<file path="config.mk">
export PLATFORM = sky130hd
export DESIGN_NAME = shadow_register_bank
export DESIGN_NICKNAME = d
export VERILOG_FILES = /design/src/rtl/shadow_register_bank_pkg.sv /design/src/rtl/shadow_register_bank_bank_reg_cell.sv /design/src/rtl/shadow_register_bank.sv
export SDC_FILE = /design/constraint.sdc
export NUM_CORES = 1
export LEC_CHECK = 0
export BUFFER_PORTS_ARGS = -buffer_cell sky130_fd_sc_hd__buf_2
export CAP_MARGIN = 0
export CORE_UTILIZATION = 55
export CTS_BUF_LIST = sky130_fd_sc_hd__clkbuf_16
export DETAILED_ROUTE_END_ITERATION = 6
export GPL_TIMING_DRIVEN = 0
export PLACE_DENSITY = 0.85
export SLEW_MARGIN = 30
export SYNTH_ARGS = -nofsm -noshare
export SYNTH_HDL_FRONTEND = slang
export SYNTH_SLANG_ARGS = --single-unit
</file>
<file path="constraint.sdc">
create_clock -name clk -period 3.3 [get_ports clk]
set_input_delay 0.495 -clock clk [delete_from_list [all_inputs] [get_ports clk]]
set_output_delay 0.495 -clock clk [all_outputs]
set_load 0.05 [all_outputs]
</file>
<file path="src/rtl/shadow_register_bank_pkg.sv">
// Shared register-controller defaults plus the types used by the shadow register bank.
// rcntlr_defines carries only the two bank-wide defaults.
package rcntlr_defines;
    localparam int DATA_WIDTH      = 8;
    localparam int LOG_N_REGISTERS = 5;
endpackage

package shadow_register_bank_pkg;
    localparam int BYTE_W          = 8;
    localparam int DEF_DATA_WIDTH  = rcntlr_defines::DATA_WIDTH;
    localparam int DEF_N_REGS      = 1 << rcntlr_defines::LOG_N_REGISTERS;

    // Single-cycle status pulses, registered one edge after the request.
    typedef struct packed {
        logic rd_valid;
        logic err;
        logic commit_done;
    } pulse_t;

    function automatic logic any_strobe(input logic [31:0] strb);
        return |strb;
    endfunction
endpackage

</file>
<file path="src/rtl/shadow_register_bank_bank_reg_cell.sv">
// One register of the bank: a byte-strobed shadow copy and an active copy
// that loads the (pre-write) shadow value on commit.
module bank_reg_cell
    import shadow_register_bank_pkg::*;
#(
    parameter int                    DATA_WIDTH = DEF_DATA_WIDTH,
    parameter logic [DATA_WIDTH-1:0] RST_VAL    = '0,
    parameter bit                    READ_ONLY  = 1'b0
) (
    input  logic                       clk,
    input  logic                       rst,
    input  logic                       we,
    input  logic [DATA_WIDTH/8-1:0]    wstrb,
    input  logic [DATA_WIDTH-1:0]      data_in,
    input  logic                       commit,
    output logic [DATA_WIDTH-1:0]      shadow,
    output logic [DATA_WIDTH-1:0]      active
);

    localparam int N_BYTES = DATA_WIDTH / BYTE_W;

    // Non-blocking update: commit captures shadow as it was before this edge's write.
    always_ff @(posedge clk or negedge rst) begin
        if (!rst) begin
            shadow <= RST_VAL;
            active <= RST_VAL;
        end else begin
            if (commit) begin
                active <= shadow;
            end
            if (we && !READ_ONLY) begin
                for (int b = 0; b < N_BYTES; b++) begin
                    if (wstrb[b]) begin
                        shadow[b*BYTE_W +: BYTE_W] <= data_in[b*BYTE_W +: BYTE_W];
                    end
                end
            end
        end
    end

endmodule

</file>
<file path="src/rtl/shadow_register_bank.sv">
// Bank of shadow/active register pairs: bus writes land in shadow, commit
// copies every shadow to active at once, chip_out exposes the active copies.
module shadow_register_bank
    import shadow_register_bank_pkg::*;
#(
    parameter int                             DATA_WIDTH = DEF_DATA_WIDTH,
    parameter int                             N_REGS     = DEF_N_REGS,
    parameter int                             ADDR_W     = $clog2(N_REGS),
    parameter logic [N_REGS-1:0]              RO_MASK    = '0,
    parameter logic [N_REGS*DATA_WIDTH-1:0]   RST_VAL    = '0
) (
    input  logic                           clk,
    input  logic                           rst,
    input  logic                           wr,
    input  logic                           rd,
    input  logic [ADDR_W-1:0]              address,
    input  logic [DATA_WIDTH-1:0]          data_in,
    input  logic [DATA_WIDTH/8-1:0]        wstrb,
    input  logic                           commit,
    output logic [DATA_WIDTH-1:0]          data_out,
    output logic                           rd_valid,
    output logic                           err,
    output logic                           commit_done,
    output logic [N_REGS*DATA_WIDTH-1:0]   chip_out
);

    // Interface timing: requests are sampled at a rising edge and never stalled;
    // rd_valid, err and commit_done each pulse for exactly the cycle after that edge.

    logic [DATA_WIDTH-1:0] shadow_w [N_REGS];
    logic [DATA_WIDTH-1:0] active_w [N_REGS];
    logic [N_REGS-1:0]     cell_we;
    logic                  in_range;
    logic                  ro_hit;
    logic                  wr_err;
    logic                  rd_err;
    logic [DATA_WIDTH-1:0] rd_sel;
    pulse_t                pulse_d;
    pulse_t                pulse_q;
    logic [DATA_WIDTH-1:0] data_out_q;

    // Address decode by comparison so non-power-of-two banks never index out of bounds.
    always_comb begin
        in_range = 1'b0;
        ro_hit   = 1'b0;
        rd_sel   = '0;
        cell_we  = '0;
        for (int i = 0; i < N_REGS; i++) begin
            if (address == ADDR_W'(i)) begin
                in_range   = 1'b1;
                ro_hit     = RO_MASK[i];
                rd_sel     = shadow_w[i];
                cell_we[i] = wr & ~RO_MASK[i];
            end
        end
    end

    // A write with no strobes is a no-op and is never flagged.
    always_comb begin
        wr_err = wr & any_strobe(32'(wstrb)) & (~in_range | ro_hit);
        rd_err = rd & ~in_range;
        pulse_d.rd_valid    = rd;
        pulse_d.err         = wr_err | rd_err;
        pulse_d.commit_done = commit;
    end

    always_ff @(posedge clk or negedge rst) begin
        if (!rst) begin
            pulse_q    <= '0;
            data_out_q <= '0;
        end else begin
            pulse_q <= pulse_d;
            if (rd) begin
                data_out_q <= in_range ? rd_sel : '0;
            end
        end
    end

    generate
        for (genvar g = 0; g < N_REGS; g++) begin : g_cell
            bank_reg_cell #(
                .DATA_WIDTH (DATA_WIDTH),
                .RST_VAL    (RST_VAL[g*DATA_WIDTH +: DATA_WIDTH]),
                .READ_ONLY  (RO_MASK[g])
            ) u_cell (
                .clk     (clk),
                .rst     (rst),
                .we      (cell_we[g]),
                .wstrb   (wstrb),
                .data_in (data_in),
                .commit  (commit),
                .shadow  (shadow_w[g]),
                .active  (active_w[g])
            );
            assign chip_out[g*DATA_WIDTH +: DATA_WIDTH] = active_w[g];
        end
    endgenerate

    assign data_out    = data_out_q;
    assign rd_valid    = pulse_q.rd_valid;
    assign err         = pulse_q.err;
    assign commit_done = pulse_q.commit_done;

endmodule
</file>
# Yosys cells after proc, flatten, opt, wreduce, memory -nomap -nowiden

Index checks and enable logic that the tools add are counted.

Bits in latches: 0
Logic and storage cells: 234
Bits in registers: 523
Output and inout bits: 267
Bits in writable memories: 0
Memories: 0
Input bits: 19
Memory bits (read-only): 0

Div/mod/pow operators: 0
Multiply operators: 0
Add/subtract/negate cells: 0
Order comparisons: 0
Multiplexer cells: 97
Equal/unequal tests: 31
Shift-type cells: 0
Bitwise logic cells: 5
Reduce and logical (&&, ||, !) cells: 33

Operators with widths:

| cell                                                | count |
|---|---|
| two-way mux 8 bit                                   | 33 |
| equality test 5 bit, second input constant          | 16 |
| two-way mux 1 bit                                   | 64 |
| AND reduction 2 bit                                 | 32 |
| equality test 5 x 4 -> 1 bit, second input constant | 8 |
| equality test 5 x 3 -> 1 bit, second input constant | 4 |
| equality test 5 x 2 -> 1 bit, second input constant | 2 |
| equality test 5 x 1 -> 1 bit, second input constant | 1 |
| zero test 5 bit                                     | 1 |
| AND 1 bit                                           | 3 |
| NOT 1 bit                                           | 1 |
| OR 1 bit                                            | 1 |

# Logic depth before layout (Yosys ltp)

Gate-level depths: netlist of the first run.

Word-level depth: 36
Depth in mapped cells: 11

# Cells and area by module

Synthesis of the first run repeated with hierarchy kept, for this count alone.

Cells, all modules: 1722
Area total of the unflattened synthesis: 22992.1 um2

Modules (own cells, without submodules):

| module               | area each (um2) | sequential area each (um2) | cells each | instances |
|---|---|---|---|---|
| bank_reg_cell        | 598.1           | 400.4                      | 34         | 32 |
| shadow_register_bank | 3853.7          | 275.3                      | 634        | 1 |

# Worst setup path before layout of the first run

OpenSTA, ideal clock, no wires.

Path kind: input port to flip-flop
From: in address[1]
To: reg g_cell[5].u_cell.shadow[3]
Cell stages on the path: 8
Arrival time: 2.013 ns
Path slack: 1.162 ns
Buffers on the path: 4
Path through: buf_6 -> buf_6 -> buf_6 -> buf_6 -> nor2_2 -> nand2_1 -> nor3_4 -> mux2_2

Longest elaborated chain between the ends: 3

RTL lines:

| item                                 | line                                     | RTL |
|---|---|---|
| start, declared                      | shadow_register_bank.sv:16               | `input logic [ADDR_W-1:0] address,` |
| equality test 5 x 3 -> 1 bit         | shadow_register_bank.sv:49               | `if (address == ADDR_W'(i)) begin` |
| two-way mux 1 bit                    | shadow_register_bank.sv:49               |  |
| AND reduction 2 bit (no source line) | --                                       |  |
| end signal, assigned by index        | shadow_register_bank_bank_reg_cell.sv:34 | `shadow[b*BYTE_W +: BYTE_W] <= data_in[b*BYTE_W +: BYTE_W];` |
| end, declared                        | shadow_register_bank_bank_reg_cell.sv:16 | `output logic [DATA_WIDTH-1:0] shadow,` |

Every way passes these cells.
A chain may end at the register's enable or synchronous reset.

# Final worst setup path of the first run

From: in address[0]
To: reg data_out_q[4], in the netlist data_out[4]

Longest elaborated chain between the ends: 34

RTL lines:

| item                                                                  | line                       | RTL |
|---|---|---|
| zero test 5 bit                                                       | shadow_register_bank.sv:49 |  |
| two-way mux 8 bit or two-way mux 1 bit (tied branches) (32 in series) | shadow_register_bank.sv:49 |  |
| two-way mux 8 bit *                                                   | shadow_register_bank.sv:74 | `data_out_q <= in_range ? rd_sel : '0;` |
| end signal, assigned                                                  | shadow_register_bank.sv:74 |  |
| end, declared                                                         | shadow_register_bank.sv:40 | `logic [DATA_WIDTH-1:0] data_out_q;` |

Every way passes the cells marked *; elsewhere a longest branch is shown, timed or not.

==> results of run 1 <==
[per-stage QoR]
| stage | setup slack [ps] | hold WS (ps) | util | area, sq um |
|---|---|---|---|---|
| after global routing | 211 | 85.3 | 0.656 | 27000 |
| final | 4.92 | 89.7 | 0.656 | 27000 |
| after CTS | 156 | 71.5 | 0.655 | 27000 |
| after detailed placement | -457 | 490 | 0.618 | 25500 |
| after floorplan | 1160 | 199 | - | 23200 |
| after global placement | -8080 | 484 | 0.614 | 25300 |
[cells in the final DEF (no fill, tap or decap), types with 6 or more instances in the layout]
master,synthesis,routed
a211o_1,6,6
a211oi_1,11,10
a21o_1,7,7
a21oi_1,52,52
a221oi_1,6,6
a22o_1,6,6
a22oi_1,10,10
a31oi_1,6,6
buf_2,22,306
buf_4,15,15
buf_6,15,15
clkbuf_1,63,55
clkbuf_16,0,51
clkbuf_2,1,9
clkinv_1,0,9
clkinv_2,0,10
dfrtp_1,523,523
inv_1,16,22
mux2_2,517,517
mux2i_1,18,18
nand2_1,60,60
nand2b_1,20,20
nand3_1,21,21
nand4_1,6,6
nor2_1,43,43
nor2_2,9,9
nor2b_1,18,17
nor3_1,16,16
nor3_2,9,9
nor3_4,7,7
o211ai_1,6,6
o21a_1,7,7
o21ai_0,56,56
o221ai_1,8,8
o22ai_1,15,15
o32ai_1,7,7
or3_1,7,7
[logic make-up after synthesis]
| kind of cell | synth area share |
|---|---|
| simple gates | 0.0696 |
| other cells | 0.000161 |
| buf+inv | 0.0305 |
| mux | 0.259 |
| flops | 0.564 |
| compound gates | 0.0767 |
[routing by layer]
layer / vias to the layer above / global-route usage
li1: 7025 / -
met1: 9104 / 0.547
met2: 1167 / 0.614
met3: 248 / 0.0884
met4: 2 / 0.185
met5: - / 0.0122
[state kept, by name, indices dropped and copies added, names as in the netlist]
signal,count
data_out,8
commit_done,1
g_cell.u_cell.shadow,256
g_cell.u_cell.active,256
err,1
rd_valid,1
[worst max-delay path by stage]
stage	to	cells past startpoint	from	slack, ps
CTS	data_out[4]	10	address[0]	160
floorplan	g_cell[5].u_cell.shadow[3]	8	address[1]	1160
finish	data_out[4]	10	address[0]	5
detailed placement	data_out[4]	10	address[0]	-460
global route	data_out[4]	10	address[0]	210
global placement	err	1	rst	-8080
[final cells by class]
type | count | area [sq um] | share of cell area
Tap cell | 532 | 666 | 0.0246
Clock inverter | 34 | 244 | 0.00903
Clock buffer | 51 | 1280 | 0.0472
Multi-Input combinational cell | 1064 | 9430 | 0.349
Timing Repair Buffer | 291 | 1580 | 0.0586
Sequential cell | 523 | 13100 | 0.484
Buffer | 119 | 654 | 0.0242
Antenna cell | 3 | 7.51 | 0.000278
Inverter | 17 | 63.8 | 0.00236
[power by group]
group	internal [mW]	switching, mW	total, mW	leakage [nW]
Combinational	1.31	3.16	4.47	5.62
Sequential	7.34	0.820	8.16	6.91
Clock	3.02	2.43	5.45	0.766
Total	11.7	6.41	18.1	13.3
[what timing repair did]
item	CTS	global route
gates resized for setup	0	1
endpoints found under the setup margin	0	1
hold buffers	1	0
hold endpoints to repair	83	0
==> flow_summary.yaml, run 1 <==
sta:
  finalSetupViolations: 0
  period_needed_ps: 3300
  hold_viol_final: 0
  post-route-period-util: 0.999
  report.final.slew_viol_count: 0
  rsz0062_at_grt: "false"
  fin_setup_tns_ps: 0
  tightestPinTransition_ps: 1150
  relSlewSlack: 0.236
  fmax_ghz: 0.303
  fin_skew_ps: 20.3
yosys:
  synthCells: 1723
  synth-async-reset-ratio: 1.00
  ys_ff_latch: 523
  synth_area_leader_cell: "dfrtp_1"
  synth.distinct_cells: 89
  synthesis.nets: 1742
  synthesis.area_sq_mm: 0.0232
  ys_seq_area_frac: 0.564
  synth_area_leaders: "dfrtp_1, mux2_2, o21ai_0"
  synthFlopType: "dfrtp_1"
  syn_avg_cell_area_sq_um: 13.5
  synth_top_area_share: 0.564
  yosys-top-cells-count: "dfrtp_1, mux2_2, clkbuf_1, nand2_1, o21ai_0"
  synth_edf_count: 0
  yosysWarnings: 0
  synth.most_common_cell: "dfrtp_1"
setup_path:
  startpoint_type: "input pin"
  end_kind: "register"
  timing.rr.start: "g_cell[1].u_cell.shadow[4]"
  timing.rr.end: "data_out[4]"
  path_class: "in2reg"
  worstPathRequired_ps: 3740
  reg2regPathDepth: 6
  cp_slowest_cell: "a222oi_1"
  critPathArrivalTime_ps: 3730
  crit_fanout: 10
  path_buf_inv: 5
  max_stage_delay_ps: 600
  r2r_setup_slack_ps: 530
  cp_cell_sequence: "buf_2 > buf_6 > buf_4 > buf_4 > buf_2 > o32ai_1 > a222oi_1 > o221ai_1 > a211oi_2 > o22ai_1"
  path_delay_family: "compound AO/OA/AOI/OAI gates"
placement:
  numPortBuffers: 285
  placedCellCount: 2545
  place_congestion: 1.01
  dp_hpwl_microns: 62500
routing:
  wl_met1_microns: 34600
  met3_length_microns: 8280
  wl_microns: 86200
  avgRoutedWirePerCell_microns: 32.7
  wl_met2_microns: 39000
  drtAntennaViolNets: 0
  drc_errors: 17
  vias_per_cell: 6.66
  routed.top_layer: "met5"
  dr.first_iter.drc_count: 2047
  dr.pass1.iters: 7
  via_count: 17546
worst_hold_path:
  min_path_cells: 1
  min_from: "commit"
  hold_end: "commit_done"
  hold_path.class: "in2reg"
cts:
  cts_sinks: 523
  cts_max_path_buffers: 3
  clk_latency_ps: 600
  post-cts-setup-buffer-count: 0
  cts_tree: "yes"
  numCtsBuffers: 49
  h-tree-depth: 2
  root_buffer: "clkbuf_16"
  clk_pin_slew_ps: 60
floorplan:
  die_y_microns: 207
  rows: 74
  dieWidth_microns: 207
  coreArea_sq_mm: 0.0412
  initial_core_util: 0.564
  dieArea_sq_mm: 0.0430
  boundaryPins: 286
global_routing:
  grt_overflow: 0
  grt_pass1_wl_microns: 125000
  grt_antenna_before_repair: 4
  first_global_vias: 17733
  grt_max_degree: 95
  grtUsageTotal: 0.401
outcome:
  status: "finished, violations left"
  violations: "design-rule violations"
job:
  drv_cap: 0
cells_and_area:
  final_cells: 2634
  areaGrowthSynthToFinish_pct: 16.3
  fin_nets: 2084
  drive_gt1_frac: 0.469
  fill_cells: 2971
power_and_ir_drop:
  power.total_mw: 18.1
  powerDensity_mw_per_mm2: 670
  ir_drop_v: 0.000570
  p_leak_nw: 13.3
(Power assumes the default switching activity.)
==> run 2, diff against run 1 <==
--- a/config.mk
+++ b/config.mk
@@ -8,7 +8,6 @@
 export BUFFER_PORTS_ARGS = -buffer_cell sky130_fd_sc_hd__buf_2
 export CAP_MARGIN = 0
 export CORE_UTILIZATION = 55
-export CTS_BUF_LIST = sky130_fd_sc_hd__clkbuf_16
 export DETAILED_ROUTE_END_ITERATION = 6
 export GPL_TIMING_DRIVEN = 0
 export PLACE_DENSITY = 0.85
==> run 2 against run 1 <==
The flow finishes with violations (design-rule violations, negative setup slack). Cell area is 0.34% higher. Worst setup slack got worse by 8.1 ps. Final cell count about the same. Register-to-register slack is essentially flat. Core utilization grew 0.22 points. Die area did not move. Maximum frequency down 0.25%. Hold slack better by 8.6 ps. Global-route usage is 0.12 points higher. Clock skew decreased by 1.5 ps.
==> flow_summary.yaml, run 2 (synthesized netlist as in run 1, its figures left out) <==
outcome:
  status: "finished, violations left"
  violations: "design-rule violations, negative setup slack"
routing:
  avgRoutedWirePerCell_microns: 32.7
  dr.pass1.iters: 7
  drtAntennaViolNets: 0
  wl_microns: 86100
  via_count: 17542
  vias_per_cell: 6.66
  dr.first_iter.drc_count: 2027
  drc_errors: 30
setup_path:
  startpoint_type: "input pin"
  reg2regPathDepth: 6
  path_class: "in2reg"
  crit_fanout: 10
  path_delay_family: "compound AO/OA/AOI/OAI gates"
  timing.rr.end: "data_out[4]"
  path_buf_inv: 5
  cp_slowest_cell: "a222oi_1"
  critPathArrivalTime_ps: 3740
  end_kind: "register"
  worstPathRequired_ps: 3730
  timing.rr.start: "g_cell[1].u_cell.shadow[4]"
  cp_cell_sequence: "buf_2 > buf_6 > buf_4 > buf_4 > buf_2 > o32ai_1 > a222oi_1 > o221ai_1 > a211oi_2 > o22ai_1"
  r2r_setup_slack_ps: 530
  max_stage_delay_ps: 610
floorplan:
  dieWidth_microns: 207
  initial_core_util: 0.564
  die_y_microns: 207
  boundaryPins: 286
  coreArea_sq_mm: 0.0412
  dieArea_sq_mm: 0.0430
  rows: 74
sta:
  finalSetupViolations: 1
  tightestPinTransition_ps: 1110
  relSlewSlack: 0.259
  fin_setup_tns_ps: -3.21
  setup_slack_ps: -3.21
  fin_skew_ps: 18.7
  period_needed_ps: 3300
  hold_viol_final: 0
  fmax_ghz: 0.303
  post-route-period-util: 1.00
  report.final.slew_viol_count: 0
  rsz0062_at_grt: "false"
global_routing:
  grtUsageTotal: 0.402
  grt_pass1_wl_microns: 125000
  grt_antenna_before_repair: 4
  grt_overflow: 0
  grt_max_degree: 95
  first_global_vias: 17682
worst_hold_path:
  min_from: "commit"
  min_path_cells: 1
  hold_path.class: "in2reg"
  hold_end: "commit_done"
placement:
  dp_hpwl_microns: 62500
  place_congestion: 1.01
  placed_area_sq_mm: 0.0255
  numPortBuffers: 285
cells_and_area:
  design_area_sq_mm: 0.0271
  most-common-layout-cells: "dfrtp_1, mux2_2, buf_2"
  fin_nets: 2084
  drive_gt1_frac: 0.474
  areaGrowthSynthToFinish_pct: 16.7
  final_common_cell: "dfrtp_1"
cts:
  cts_sinks: 523
  clk_pin_slew_ps: 60
  cts_tree: "yes"
  clk_latency_ps: 600
  h-tree-depth: 2
  root_buffer: "clkbuf_16"
  cts_max_path_buffers: 3
  numCtsBuffers: 49
  post-cts-setup-buffer-count: 0
job:
  drv_cap: 0
power_and_ir_drop:
  ir_drop_v: 0.000578
  powerDensity_mw_per_mm2: 676
  p_leak_nw: 13.3
  power.total_mw: 18.3
run 2: changes by cell type in the layout (fill, tap and decap cells not counted):
cell      before  now
clkbuf_1      55   61
clkinv_1       9    0
diode_2        3    4
clkbuf_8       0    9
inv_1         22   16
run 2: worst reg2reg max path: cells and delay by family (launching register included):
kind             cells  cell delay, ps
AO/OA/AOI/OAI        5            2000
flip-flops           1             400
AND/OR/NAND/NOR      1             210
run 2: worst max path at each step:
stage	slack, ps	start	depth (start not counted)	end
after global routing	210	address[0]	10	data_out[4]
final	-3	address[0]	10	data_out[4]
after CTS	150	address[0]	10	data_out[4]
after floorplan	1160	address[1]	8	g_cell[5].u_cell.shadow[3]
after detailed placement	-460	address[0]	10	data_out[4]
after global placement	-8080	rst	1	err
run 2: metal layers:
metal  vias up  wire length (microns)  share of wire  global-route usage
li1       7029                      -              -                   -
met1      9130                  34800           0.40               0.544
met2      1129                  38800           0.45               0.613
met3       252                   8070          0.094              0.0961
met4         2                   4320          0.050               0.190
met5         -                     74        0.00086              0.0122
run 2: where the power goes:
part | total (mW) | switching (mW) | internal, mW | leakage, nW
Clock | 5.69 | 2.44 | 3.25 | 0.791
Combinational | 4.48 | 3.17 | 1.31 | 5.62
Sequential | 8.16 | 0.818 | 7.34 | 6.91
run 2: timing repair:
| action | in CTS | in global routing |
|---|---|---|
| hold buffers | 1 | 0 |
| setup endpoints to repair | 0 | 1 |
| resized for setup | 0 | 1 |
| endpoints found under the hold margin | 83 | 0 |
run 2: final cells by class:
class | instances | area, sq um
repair buffers | 291 | 1580
plain buffers | 119 | 654
multi-input cells | 1064 | 9430
diodes | 4 | 10.0
well taps | 532 | 666
flip-flops and latches | 523 | 13100
clock inverters | 19 | 188
fillers | 2959 | 14100
inverters | 17 | 63.8
clock buffers | 66 | 1420
run 2: per-stage QoR:
step	util	worst slack, ps	std cells	hold WS, ps
4_1_cts	0.658	154	2631	71.6
6_report	0.658	-3.21	2635	98.3
3_3_place_gp	0.614	-8080	2540	484
2_1_floorplan	-	1160	1723	199
3_5_place_dp	0.618	-457	2545	490
5_1_grt	0.658	210	2631	85.8
==> run 3, diff against run 2 <==
--- a/config.mk
+++ b/config.mk
@@ -8,6 +8,7 @@
 export BUFFER_PORTS_ARGS = -buffer_cell sky130_fd_sc_hd__buf_2
 export CAP_MARGIN = 0
 export CORE_UTILIZATION = 55
+export CTS_BUF_LIST = sky130_fd_sc_hd__clkbuf_8
 export DETAILED_ROUTE_END_ITERATION = 6
 export GPL_TIMING_DRIVEN = 0
 export PLACE_DENSITY = 0.85
==> run 3 against run 2 <==
The flow finishes with violations (design-rule violations). Critical path depth stayed put. Via count hardly changed. Non-clock buffer count stayed put. Highest routed layer unchanged.
==> flow_summary.yaml, run 3 (synthesized netlist as in run 1, its figures left out) <==
outcome:
  status: "finished, violations left"
  violations: "design-rule violations"
sta:
  rsz0062_at_grt: "false"
  whs_ps: 37.7
  tightestPinTransition_ps: 1130
  fmax_ghz: 0.309
  setup_slack_ps: 67.3
  post-route-period-util: 0.980
  fin_skew_ps: 17.7
  period_needed_ps: 3230
  relSlewSlack: 0.249
  report.final.slew_viol_count: 0
  fin_setup_tns_ps: 0
  finalSetupViolations: 0
  hold_viol_final: 0
routing:
  dr.first_iter.drc_count: 1963
  wl_microns: 86000
  avgRoutedWirePerCell_microns: 32.1
  drtAntennaViolNets: 0
  vias_per_cell: 6.54
  dr.pass1.iters: 7
  via_count: 17530
  drc_errors: 28
global_routing:
  first_global_vias: 17861
  grt_max_degree: 95
  grt_antenna_before_repair: 2
  grt_overflow: 0
  grtUsageTotal: 0.402
  grt_pass1_wl_microns: 125000
placement:
  place_congestion: 1.01
  pre_cts_ws_ps: -457
  placedCellCount: 2545
  numPortBuffers: 285
  placed_area_sq_mm: 0.0255
  dp_hpwl_microns: 62500
cells_and_area:
  fill_cells: 2969
  drive_gt1_frac: 0.478
  diodes: 0
  postLayoutCoreUtil: 0.658
  fin_nets: 2115
  areaGrowthSynthToFinish_pct: 16.7
  final_cells: 2682
  final_common_cell: "dfrtp_1"
  design_area_sq_mm: 0.0271
  most-common-layout-cells: "dfrtp_1, mux2_2, buf_2"
setup_path:
  worstPathRequired_ps: 3800
  path_class: "in2reg"
  cp_slowest_cell: "a222oi_1"
  crit_fanout: 10
  end_kind: "register"
  max_stage_delay_ps: 560
  startpoint_type: "input pin"
  critPathArrivalTime_ps: 3730
  cp_cell_sequence: "buf_2 > buf_6 > buf_4 > buf_4 > buf_2 > o32ai_1 > a222oi_1 > o221ai_1 > a211oi_2 > o22ai_1"
floorplan:
  initial_core_util: 0.564
  die_y_microns: 207
  boundaryPins: 286
  rows: 74
  dieArea_sq_mm: 0.0430
  dieWidth_microns: 207
  coreArea_sq_mm: 0.0412
cts:
  h-tree-depth: 3
  clk_latency_ps: 660
  numCtsBuffers: 80
  root_buffer: "clkbuf_8"
  cts_sinks: 523
  cts_max_path_buffers: 3
  cts_tree: "yes"
  clk_pin_slew_ps: 60
power_and_ir_drop:
  p_leak_nw: 13.4
  ir_drop_v: 0.000493
  powerDensity_mw_per_mm2: 668
  power.total_mw: 18.1
worst_hold_path:
  hold_path.class: "in2reg"
job:
  drv_cap: 0
[run 3: cell count changes in the layout (fill, tap and decap cells not counted), moves of 2 or more]
cell,previous run,this run
clkbuf_16,51,0
clkbuf_8,9,97
clkinv_2,10,8
inv_1,16,40
clkinvlp_4,4,2
clkbuf_1,61,55
diode_2,4,0
[run 3: layout make-up]
cell class / count / area (sq um) / area share
buffer: 119 / 654 / 0.0241
clock buffer: 97 / 1340 / 0.0493
clock inverter: 39 / 274 / 0.0101
inverter: 17 / 63.8 / 0.00235
multi-input combinational: 1064 / 9430 / 0.348
sequential: 523 / 13100 / 0.483
tap: 532 / 666 / 0.0246
timing repair buffer: 291 / 1580 / 0.0585
[run 3: power breakdown]
part / switching, mW / internal [mW] / total (mW)
Clock: 2.51 / 2.96 / 5.47
Sequential: 0.816 / 7.35 / 8.16
Combinational: 3.15 / 1.31 / 4.46
[run 3: per-layer routing]
layer	track usage	vias to the layer above	routed length, microns
met2	0.610	1095	38800
met1	0.545	9098	34700
met4	0.191	2	4260
met5	0	-	12
li1	-	7092	-
met3	0.100	243	8200
[run 3: critical path: cells and delay by family]
kind / cells / cell delay [ps]
buf+inv: 5 / 1390
compound gates: 5 / 1830
[run 3: what timing repair did]
action	CTS	global route
buffers inserted	0	0
hold buffers	1	0
endpoints found under the setup margin	0	1
endpoints found under the hold margin	83	0
gates resized for setup	0	1
[run 3: path summary, 6_finish.rpt]
| check | from | to | slack [ps] | cells past startpoint |
|---|---|---|---|---|
| setup / recovery | address[0] | data_out[4] | 70 | 10 |
| min in group asynchronous | rst | g_cell[2].u_cell.active[2] | 440 | 2 |
| max in group asynchronous | rst | g_cell[16].u_cell.active[1] | 1100 | 5 |
| setup reg to reg | g_cell[1].u_cell.shadow[4] | data_out[4] | 570 | 6 |
| hold / removal | commit | commit_done | 40 | 1 |
| hold reg to reg | g_cell[25].u_cell.active[5] | g_cell[25].u_cell.active[5] | 500 | 1 |
